## src/rtl/alu_pkg.sv

```systemverilog
// Shared 74181 function-select codes and the nibble sequencer state encoding.
package alu_pkg;

  localparam logic [3:0] OP_ADD = 4'b1001;
  localparam logic [3:0] OP_SUB = 4'b0110;
  localparam logic [3:0] OP_XOR = 4'b0110;  // same select as OP_SUB, used with M=1
  localparam logic [3:0] OP_AND = 4'b1011;
  localparam logic [3:0] OP_OR  = 4'b1110;

  typedef enum logic [1:0] {
    StIdle = 2'd0,
    StRun  = 2'd1,
    StFin  = 2'd2
  } seq_state_e;

endpackage

```

## src/rtl/alu74181.sv

```systemverilog
// 4-bit 74181 ALU slice, active-high data, active-low carry in/out. Purely combinational.
module alu74181 (
  input  logic [3:0] a,
  input  logic [3:0] b,
  input  logic [3:0] s,
  input  logic       m,
  input  logic       cn,
  output logic [3:0] f,
  output logic       cn4,
  output logic       eqv,
  output logic       g,
  output logic       p
);

  logic [3:0] gen;
  logic [3:0] prop;
  logic [3:0] half;
  logic [4:0] c;

  always_comb begin
    gen  = (a & b & {4{s[3]}}) | (a & ~b & {4{s[2]}});
    prop = a | (b & {4{s[0]}}) | (~b & {4{s[1]}});
    half = prop & ~gen;
    // Internal carries are active-high; the pins use the inverted sense.
    c[0] = ~cn;
    for (int i = 0; i < 4; i++) begin
      c[i+1] = gen[i] | (prop[i] & c[i]);
    end
    f   = m ? ~half : (half ^ c[3:0]);
    cn4 = ~c[4];
    eqv = &f;
    g   = ~(gen[3] | (prop[3] & gen[2]) | (prop[3] & prop[2] & gen[1]) |
            (prop[3] & prop[2] & prop[1] & gen[0]));
    p   = ~(&prop);
  end

endmodule

```

## src/rtl/alu_nibble_seq.sv

```systemverilog
// Runs WIDTH-bit 74181 operations through one 4-bit slice, one nibble per clock, LSB first,
// chaining the slice carry between cycles and accumulating zero / A=B flags.
module alu_nibble_seq
  import alu_pkg::*;
#(
  parameter int unsigned WIDTH = 16
) (
  input  logic             clk,
  input  logic             rst_n,
  input  logic             start,
  input  logic [3:0]       op_s,
  input  logic             op_m,
  input  logic             op_cin,
  input  logic [WIDTH-1:0] a,
  input  logic [WIDTH-1:0] b,
  output logic             busy,
  output logic             done,
  output logic [WIDTH-1:0] result,
  output logic             carry_out,
  output logic             zero,
  output logic             eqv_all
);

  localparam int unsigned NIB  = WIDTH / 4;
  localparam int unsigned IdxW = (NIB > 1) ? $clog2(NIB) : 1;
  localparam logic [IdxW-1:0] LastIdx = IdxW'(NIB - 1);

  if ((WIDTH % 4) != 0 || WIDTH < 4) begin : gen_width_check
    $error("alu_nibble_seq: WIDTH must be a multiple of 4 and at least 4");
  end

  seq_state_e state_q, state_d;
  logic busy_q, busy_d;
  logic done_q, done_d;
  logic load, step, finish;

  logic [WIDTH-1:0] a_q, b_q, result_q;
  logic [3:0]       s_q;
  logic             m_q;
  logic             cy_q;
  logic             zacc_q, eacc_q;
  logic [IdxW-1:0]  idx_q;
  logic             carry_out_q, zero_q, eqv_all_q;

  logic [IdxW+1:0]  nib_lsb;
  logic [3:0]       slice_f;
  logic             slice_cout, slice_eqv;
  logic             unused_slice_g, unused_slice_p;

  assign nib_lsb = {idx_q, 2'b00};

  alu74181 u_slice (
    .a   (a_q[nib_lsb +: 4]),
    .b   (b_q[nib_lsb +: 4]),
    .s   (s_q),
    .m   (m_q),
    .cn  (cy_q),
    .f   (slice_f),
    .cn4 (slice_cout),
    .eqv (slice_eqv),
    .g   (unused_slice_g),
    .p   (unused_slice_p)
  );

  always_ff @(posedge clk or negedge rst_n) begin
    if (!rst_n) begin
      state_q <= StIdle;
      busy_q  <= 1'b0;
      done_q  <= 1'b0;
    end else begin
      state_q <= state_d;
      busy_q  <= busy_d;
      done_q  <= done_d;
    end
  end

  // A start coinciding with the done pulse is dropped, not queued.
  always_comb begin
    state_d = state_q;
    busy_d  = busy_q;
    done_d  = 1'b0;
    load    = 1'b0;
    step    = 1'b0;
    finish  = 1'b0;
    unique case (state_q)
      StIdle: begin
        if (start && !done_q) begin
          load    = 1'b1;
          busy_d  = 1'b1;
          state_d = StRun;
        end
      end
      StRun: begin
        step = 1'b1;
        if (idx_q == LastIdx) begin
          state_d = StFin;
        end
      end
      StFin: begin
        finish  = 1'b1;
        busy_d  = 1'b0;
        done_d  = 1'b1;
        state_d = StIdle;
      end
      default: state_d = StIdle;
    endcase
  end

  always_ff @(posedge clk or negedge rst_n) begin
    if (!rst_n) begin
      a_q         <= '0;
      b_q         <= '0;
      s_q         <= '0;
      m_q         <= 1'b0;
      cy_q        <= 1'b0;
      zacc_q      <= 1'b0;
      eacc_q      <= 1'b0;
      idx_q       <= '0;
      result_q    <= '0;
      carry_out_q <= 1'b0;
      zero_q      <= 1'b0;
      eqv_all_q   <= 1'b0;
    end else begin
      if (load) begin
        a_q    <= a;
        b_q    <= b;
        s_q    <= op_s;
        m_q    <= op_m;
        cy_q   <= op_cin;
        idx_q  <= '0;
        zacc_q <= 1'b1;
        eacc_q <= 1'b1;
      end
      if (step) begin
        result_q[nib_lsb +: 4] <= slice_f;
        cy_q   <= slice_cout;
        zacc_q <= zacc_q & (slice_f == 4'h0);
        eacc_q <= eacc_q & slice_eqv;
        idx_q  <= idx_q + 1'b1;
      end
      if (finish) begin
        carry_out_q <= cy_q;
        zero_q      <= zacc_q;
        eqv_all_q   <= eacc_q;
      end
    end
  end

  assign busy      = busy_q;
  assign done      = done_q;
  assign result    = result_q;
  assign carry_out = carry_out_q;
  assign zero      = zero_q;
  assign eqv_all   = eqv_all_q;

endmodule

```

## config.mk

```make
export PLATFORM = sky130hd
export DESIGN_NAME = alu_nibble_seq
export DESIGN_NICKNAME = d
export VERILOG_FILES = /design/src/rtl/alu_pkg.sv /design/src/rtl/alu74181.sv /design/src/rtl/alu_nibble_seq.sv
export SDC_FILE = /design/constraint.sdc
export NUM_CORES = 1
export LEC_CHECK = 0
export ABC_AREA = 0
export ABC_CLOCK_PERIOD_IN_PS = 2400
export BUFFER_PORTS_ARGS = -buffer_cell sky130_fd_sc_hd__clkbuf_2
export CELL_PAD_IN_SITES_DETAIL_PLACEMENT = 1
export CELL_PAD_IN_SITES_GLOBAL_PLACEMENT = 1
export CORE_MARGIN = 2
export CORE_UTILIZATION = 41
export CTS_BUF_LIST = sky130_fd_sc_hd__clkbuf_8
export CTS_CLUSTER_SIZE = 40
export DETAILED_ROUTE_END_ITERATION = 7
export GPL_TIMING_DRIVEN = 0
export PLACE_DENSITY = 0.8
export SLEW_MARGIN = 20
export SYNTH_ARGS = -nofsm -noshare
export SYNTH_HDL_FRONTEND = slang
export SYNTH_SLANG_ARGS = --single-unit
```

## constraint.sdc

```tcl
create_clock -name clk -period 2.4 [get_ports clk]
set_input_delay 0.24 -clock clk [delete_from_list [all_inputs] [get_ports clk]]
set_output_delay 0.24 -clock clk [all_outputs]
set_load 0.05 [all_outputs]
```

==> results of run 1 <==
## placed cells by master (no fill, tap or decap), drive strengths merged, types with 2 or more instances in the layout
| cell type | instances |
|---|---|
| a21o | 2 |
| a21oi | 3 |
| a22o | 16 |
| and2 | 2 |
| buf | 19 |
| bufinv | 2 |
| clkbuf | 76 |
| clkinvlp | 2 |
| dfrtp | 65 |
| ha | 6 |
| inv | 11 |
| mux2 | 39 |
| mux2i | 8 |
| mux4 | 8 |
| nand2 | 11 |
| nand2b | 3 |
| nor2 | 5 |
| nor2b | 3 |
| nor4 | 4 |
| nor4b | 2 |
| o21ai | 5 |
| o22ai | 3 |
| xnor2 | 2 |
## metrics by stage
step                      hold WS, ps  cell area [um^2]  utilization [%]
after floorplan                 -55.6              2970                -
after global placement            465              3400             47.7
after detailed placement          249              3420             48.0
after CTS                        93.2              3850             53.9
after global routing              107              3910             54.8
final                             104              3910             54.8
## kinds of logic after synthesis
logic type / after synthesis
flops: 65
mux: 55
compound gates: 37
simple gates: 34
buf+inv: 17
fa+ha+maj: 6
xor+xnor: 3
## flip-flops by register name (all words and copies together), names as in the netlist
name,cells
a_q,16
b_q,16
result,16
s_q,4
idx_q,2
state_q,2
busy,1
carry_out,1
cy_q,1
done,1
eacc_q,1
eqv_all,1
m_q,1
zacc_q,1
zero,1
## worst register-to-register path: stages, from the launching register on
cell and delay, ps:
dfrtp_2 430, buf_12 140, mux4_2 540, mux2i_2 260, o22ai_2 130, a31o_1 250
a211oi_4 350, nand4_1 170, a21oi_2 140
## cells in the mapped netlist
cell and count:
nor2b_1 3, o311ai_1 1, a22o_1 16, a311oi_1 1, clkbuf_1 6, nor3b_1 1
a21o_1 2, mux2_2 38, mux4_2 7, a21boi_0 1, o21bai_1 1, xnor2_1 2
a31o_1 1, o21ai_0 5, nand2b_1 3, nand2_1 11, mux2i_1 8, mux2_4 1
nor4b_1 2, inv_1 9, mux4_1 1, o22a_1 1, o22ai_1 3, nor2_1 5
xor2_1 1, dfrtp_1 65, or3_1 1, ha_1 6, a211oi_2 1, nor4_1 4
nand4_1 1, nand3_1 1, and2_1 2, buf_2 1, buf_6 1, a21oi_1 3
o21ba_2 1
## cell type report
class,count,area (um^2),area share [%]
multi-input combinational,135,1390,35.5
tap,99,124,3.16
sequential,65,1630,41.6
buffer,8,55.1,1.41
timing repair buffer,79,458,11.7
inverter,9,33.8,0.863
clock inverter,7,101,2.59
clock buffer,9,124,3.16
## per-layer routing
layer / share of wire (%) / GRT usage, % / vias to the layer above
li1: - / - / 977
met1: 42 / 25.5 / 1067
met2: 52 / 33.5 / 49
met3: 3.8 / 4.99 / 12
met4: 1.8 / 7.33 / 0
met5: 0 / 0 / -
## repair_timing
item                       4_1_cts  5_1_grt
resized for setup               25        7
buffers inserted                11        5
setup endpoints to repair       38       14
hold endpoints to repair        32        0
pin swaps                        6        8
hold buffers                     1        0
## how the worst min path moves through the flow
stage	to	slack (ps)	cells after the start
2_1_floorplan	a_q[0]	-60	0
3_3_place_gp	s_q[0]	470	3
3_5_place_dp	eacc_q	250	1
4_1_cts	a_q[0]	90	2
5_1_grt	a_q[4]	110	2
6_report	s_q[1]	100	3
==> metrics.yaml, run 1 <==
synth-xor-area-share_pct: 0.884
grt_max_degree: 34
hold_viol: 0
violations: "setup timing"
worst-path-buf-inv: 1
status: "finished, violations left"
reg2reg_depth: 8
drc: 0
cp_data_required_time_ps: 2680
synth_nets: 264
avgRoutedWirePerCell_um: 18.0
die_w_um: 89.1
chipHeight_um: 89.1
crit_path_end: "eacc_q"
synth_cell_type_count: 37
antenna_found_initial: 0
synthMuxAreaShare_pct: 23.8
cts_max_path_buffers: 2
netlist.area_leader.share_pct: 54.7
endpoint_kind: "flop"
synth_top_family_by_area: "multiplexers"
vias_per_cell: 5.12
fin_ws_ps: -89.8
wl_um: 7420
cts_root_buffer: "clkbuf_8"
setup_viol_count_final: 10
cpLargestDelayFamily: "compound AO/OA/AOI/OAI gates"
period_minus_slack_ps: 2490
vias: 2105
clkSlewWorstSetupHoldPaths_ps: 80
drive_gt1_share_pct: 52.9
fin_worst_skew_ps: 12.1
path_class: "flop to flop"
ys_seq_area_share_pct: 54.7
cts_buffers: 9
drv_slew: 0
area_delta_synth_final_pct: 31.7
synthesis.area_mm2: 0.00297
cp-start-kind: "flop"
path_depth: 8
core_region_area_mm2: 0.00714
drt-initial-drc-count: 72
fillers: 795
tritoncts: "built"
dp_hpwl_um: 4860
slowest_stage: "mux4_2"
syn_inst: 217
gp_congestion: 0.754
rsz0062_at_grt: "yes"
cts_htree_levels: 3
dr.pass1.iters: 4
cts_num_sinks: 65
avgSynthCellArea_um2: 13.7
ys_warn_count: 0
gr-usage-all-layers_pct: 20.1
timing.rr.end: "eacc_q"
clock_latency_ps: 360
tns_ps: -659
port_buffers: 61
row_count: 31
fmax_mhz: 402
rrSetupSlack_ps: -90
grt_pass1_wl_um: 11700
worstMarginPinSlew_ps: 705
grt_pass1_vias: 2314
timing.final.crit_share_pct: 104
final-instance-count-excl-fill: 411
die_area_mm2: 0.00795
synth_fa_ha_area_share_pct: 2.53
ys_seq_elements: 65
antenna_left: 0
hold_path_class: "primary input to flop"
antenna_cells: 0
grt-ovfl-total: 0
max_stage_delay_ps: 540
relSlewSlack_pct: 52.4
r2r_start: "idx_q[0]"
synth-simple-area-share_pct: 5.98
path_cells: "buf_12 > mux4_2 > mux2i_2 > o22ai_2 > a31o_1 > a211oi_4 > nand4_1 > a21oi_2"
start_util_pct: 41.6
crit_fanout: 5
synth_compound_area_share_pct: 9.64
synth.area.top_cells: "dfrtp_1 (55%), mux2_2 (14%), mux4_2 (5.3%), a22o_1 (4.7%), mux2i_1 (2.7%)"
worstHoldStart: "op_s[1]"
cp-startpoint: "idx_q[0]"
synth_top_cell_by_area: "dfrtp_1"
post-place-cells: 378
pin_count: 62
pre_cts_ws_ps: -542
nNetsFinal: 354
cap_viol_max_count: 0
critPathArrivalTime_ps: 2770
Power of run 1 is not shown: default switching activity piles up to over one toggle a cycle in this logic, so the estimate is an artifact.
==> run 2, diff against run 1 <==
- CORE_UTILIZATION: 41 -> 40
- PLACE_DENSITY: 0.8 -> 0.81
- SYNTH_HIERARCHICAL: unset -> 1
==> run 2 against run 1 <==
Compared with the run above: the run still ends with setup timing left; cell count rose by 25%; worst hold slack worse by 28 ps; register-to-register slack got worse by 350 ps; worst setup slack got worse by 350 ps; sequential cell count unchanged; maximum frequency shrank 12%; synthesized area grew 6.8%; clock skew increased by 8.2 ps; non-clock buffer count grew 6; die area rose by 9.0%; critical path depth up 1; largest cell class is now multi-input combinational cells; sequential share of layout area decreased by 3.1 points.
==> metrics.yaml, run 2 <==
grt_pass1_wl_um: 14700
gp_congestion: 0.803
cts_num_sinks: 65
cp_data_required_time_ps: 2650
die_w_um: 93.1
reg2reg_depth: 9
mostFrequentLayoutCell: "nand2_1"
timing.rr.end: "result[15]"
area_delta_synth_final_pct: 33.3
nNetsFinal: 452
r2r_start: "idx_q[0]"
syn_inst: 314
drt-initial-drc-count: 71
die_area_mm2: 0.00866
cts_root_buffer: "clkbuf_8"
grt-ovfl-total: 0
status: "finished, violations left"
timing.final.crit_share_pct: 118
slowest_stage: "mux4_2"
pin_count: 62
ys_warn_count: 6
hold_viol: 0
worst-path-buf-inv: 3
row_count: 32
hold_path_class: "primary input to flop"
fin_worst_skew_ps: 20.4
critPathArrivalTime_ps: 3090
hold-path-endpoint: "a_q[8]"
clkSlewWorstSetupHoldPaths_ps: 90
cts_buffers: 9
rsz0062_at_grt: "yes"
path_class: "flop to flop"
grt_max_degree: 47
port_buffers: 61
cts_htree_levels: 3
cpMostUsedCell: "buf_4"
cap_viol_max_count: 0
fillers: 871
drive_gt1_share_pct: 36.1
antenna_left: 0
grt_pass1_vias: 2912
tritoncts: "built"
pre_cts_ws_ps: -693
vias: 2701
fin_ws_ps: -438
cp-start-kind: "flop"
clock_latency_ps: 360
start_util_pct: 41.3
dr.pass1.iters: 4
violations: "setup timing"
setup_viol_count_final: 19
chipHeight_um: 93.1
path_cells: "buf_6 > buf_4 > mux4_2 > a211o_1 > a2111oi_4 > nor2_4 > nor2b_4 > buf_4 > a22o_1"
worstMarginPinSlew_ps: 695
synth_nets: 361
max_stage_delay_ps: 580
rrSetupSlack_ps: -440
antenna_found_initial: 0
avgRoutedWirePerCell_um: 18.7
synthesis.area_mm2: 0.00317
drc: 0
period_minus_slack_ps: 2840
hold_depth: 3
wl_um: 9590
crit_fanout: 4
gr-usage-all-layers_pct: 22.3
avgSynthCellArea_um2: 10.1
drv_slew: 0
worstHoldStart: "a[8]"
endpoint_kind: "flop"
path_depth: 9
fmax_mhz: 352
layout_common_cells: "nand2_1 (127), dfrtp_1 (65), clkbuf_2 (60)"
antenna_cells: 0
dp_hpwl_um: 5830
core_region_area_mm2: 0.00769
cts_max_path_buffers: 2
cpLargestDelayFamily: "compound AO/OA/AOI/OAI gates"
relSlewSlack_pct: 53.0
vias_per_cell: 5.28
run 2: cell types whose count changed in the layout (fill, tap and decap cells not counted), sizes merged, moves of 2 or more:
cell / change
mux2: -31
nor2b: +2
o22ai: -3
clkbuf: -3
and2: +2
nand3b: +4
inv: -3
o41ai: +2
o21ai: +3
nand2: +119
buf: +9
nand3: +3
mux2i: -5
a22o: -6
run 2: metal layers:
layer	vias to the layer above	track usage, %	share of wire [%]
met1	1371	26.3	41
met3	11	5.08	3.7
met2	70	40.6	55
met5	-	0	0
met4	0	6.62	1.1
li1	1249	-	-
run 2: worst max path at each step:
| stage | from | slack, ps | to |
|---|---|---|---|
| 2_1_floorplan | idx_q[0] | -190 | result[11] |
| 3_3_place_gp | idx_q[1] | -690 | eacc_q |
| 3_5_place_dp | idx_q[1] | -690 | eacc_q |
| 4_1_cts | idx_q[0] | -430 | result[15] |
| 5_1_grt | idx_q[0] | -550 | result[11] |
| 6_report | idx_q[0] | -440 | result[15] |
run 2: layout make-up:
type | count | area (um^2) | area share, %
multi-input combinational | 230 | 1640 | 38.9
buffer | 13 | 120 | 2.84
clock inverter | 7 | 87.6 | 2.07
sequential | 65 | 1630 | 38.5
timing repair buffer | 80 | 477 | 11.3
tap | 102 | 128 | 3.02
clock buffer | 9 | 124 | 2.93
inverter | 6 | 22.5 | 0.533
run 2: timing repair:
item | in CTS | in global routing
setup buffers | 9 | 9
gates resized for setup | 19 | 16
setup endpoints to repair | 19 | 19
pin swaps | 12 | 15
endpoints found under the hold margin | 19 | 0
hold buffers | 1 | 0
run 2: per-stage QoR:
| step | hold WS [ps] | utilization [%] | TNS (ps) | instances | cell area, um^2 |
|---|---|---|---|---|---|
| 2_1_floorplan | -55.6 | - | -1400 | 314 | 3230 |
| 3_3_place_gp | 430 | 47.6 | -7180 | 477 | 3660 |
| 3_5_place_dp | 181 | 48.0 | -7310 | 478 | 3690 |
| 4_1_cts | 70.4 | 53.0 | -4130 | 504 | 4070 |
| 5_1_grt | 79.5 | 55.0 | -6860 | 512 | 4230 |
| 6_report | 76.1 | 55.0 | -4910 | 512 | 4230 |
run 2: worst reg2reg max path: cells and delay by family (launching register included):
family | cells | cell delay (ps)
flip-flops | 1 | 370
buffers and inverters | 3 | 460
multiplexers | 1 | 580
AND/OR/NAND/NOR | 2 | 260
AO/OA/AOI/OAI | 3 | 1070
Power of run 2 is left out for the same reason.
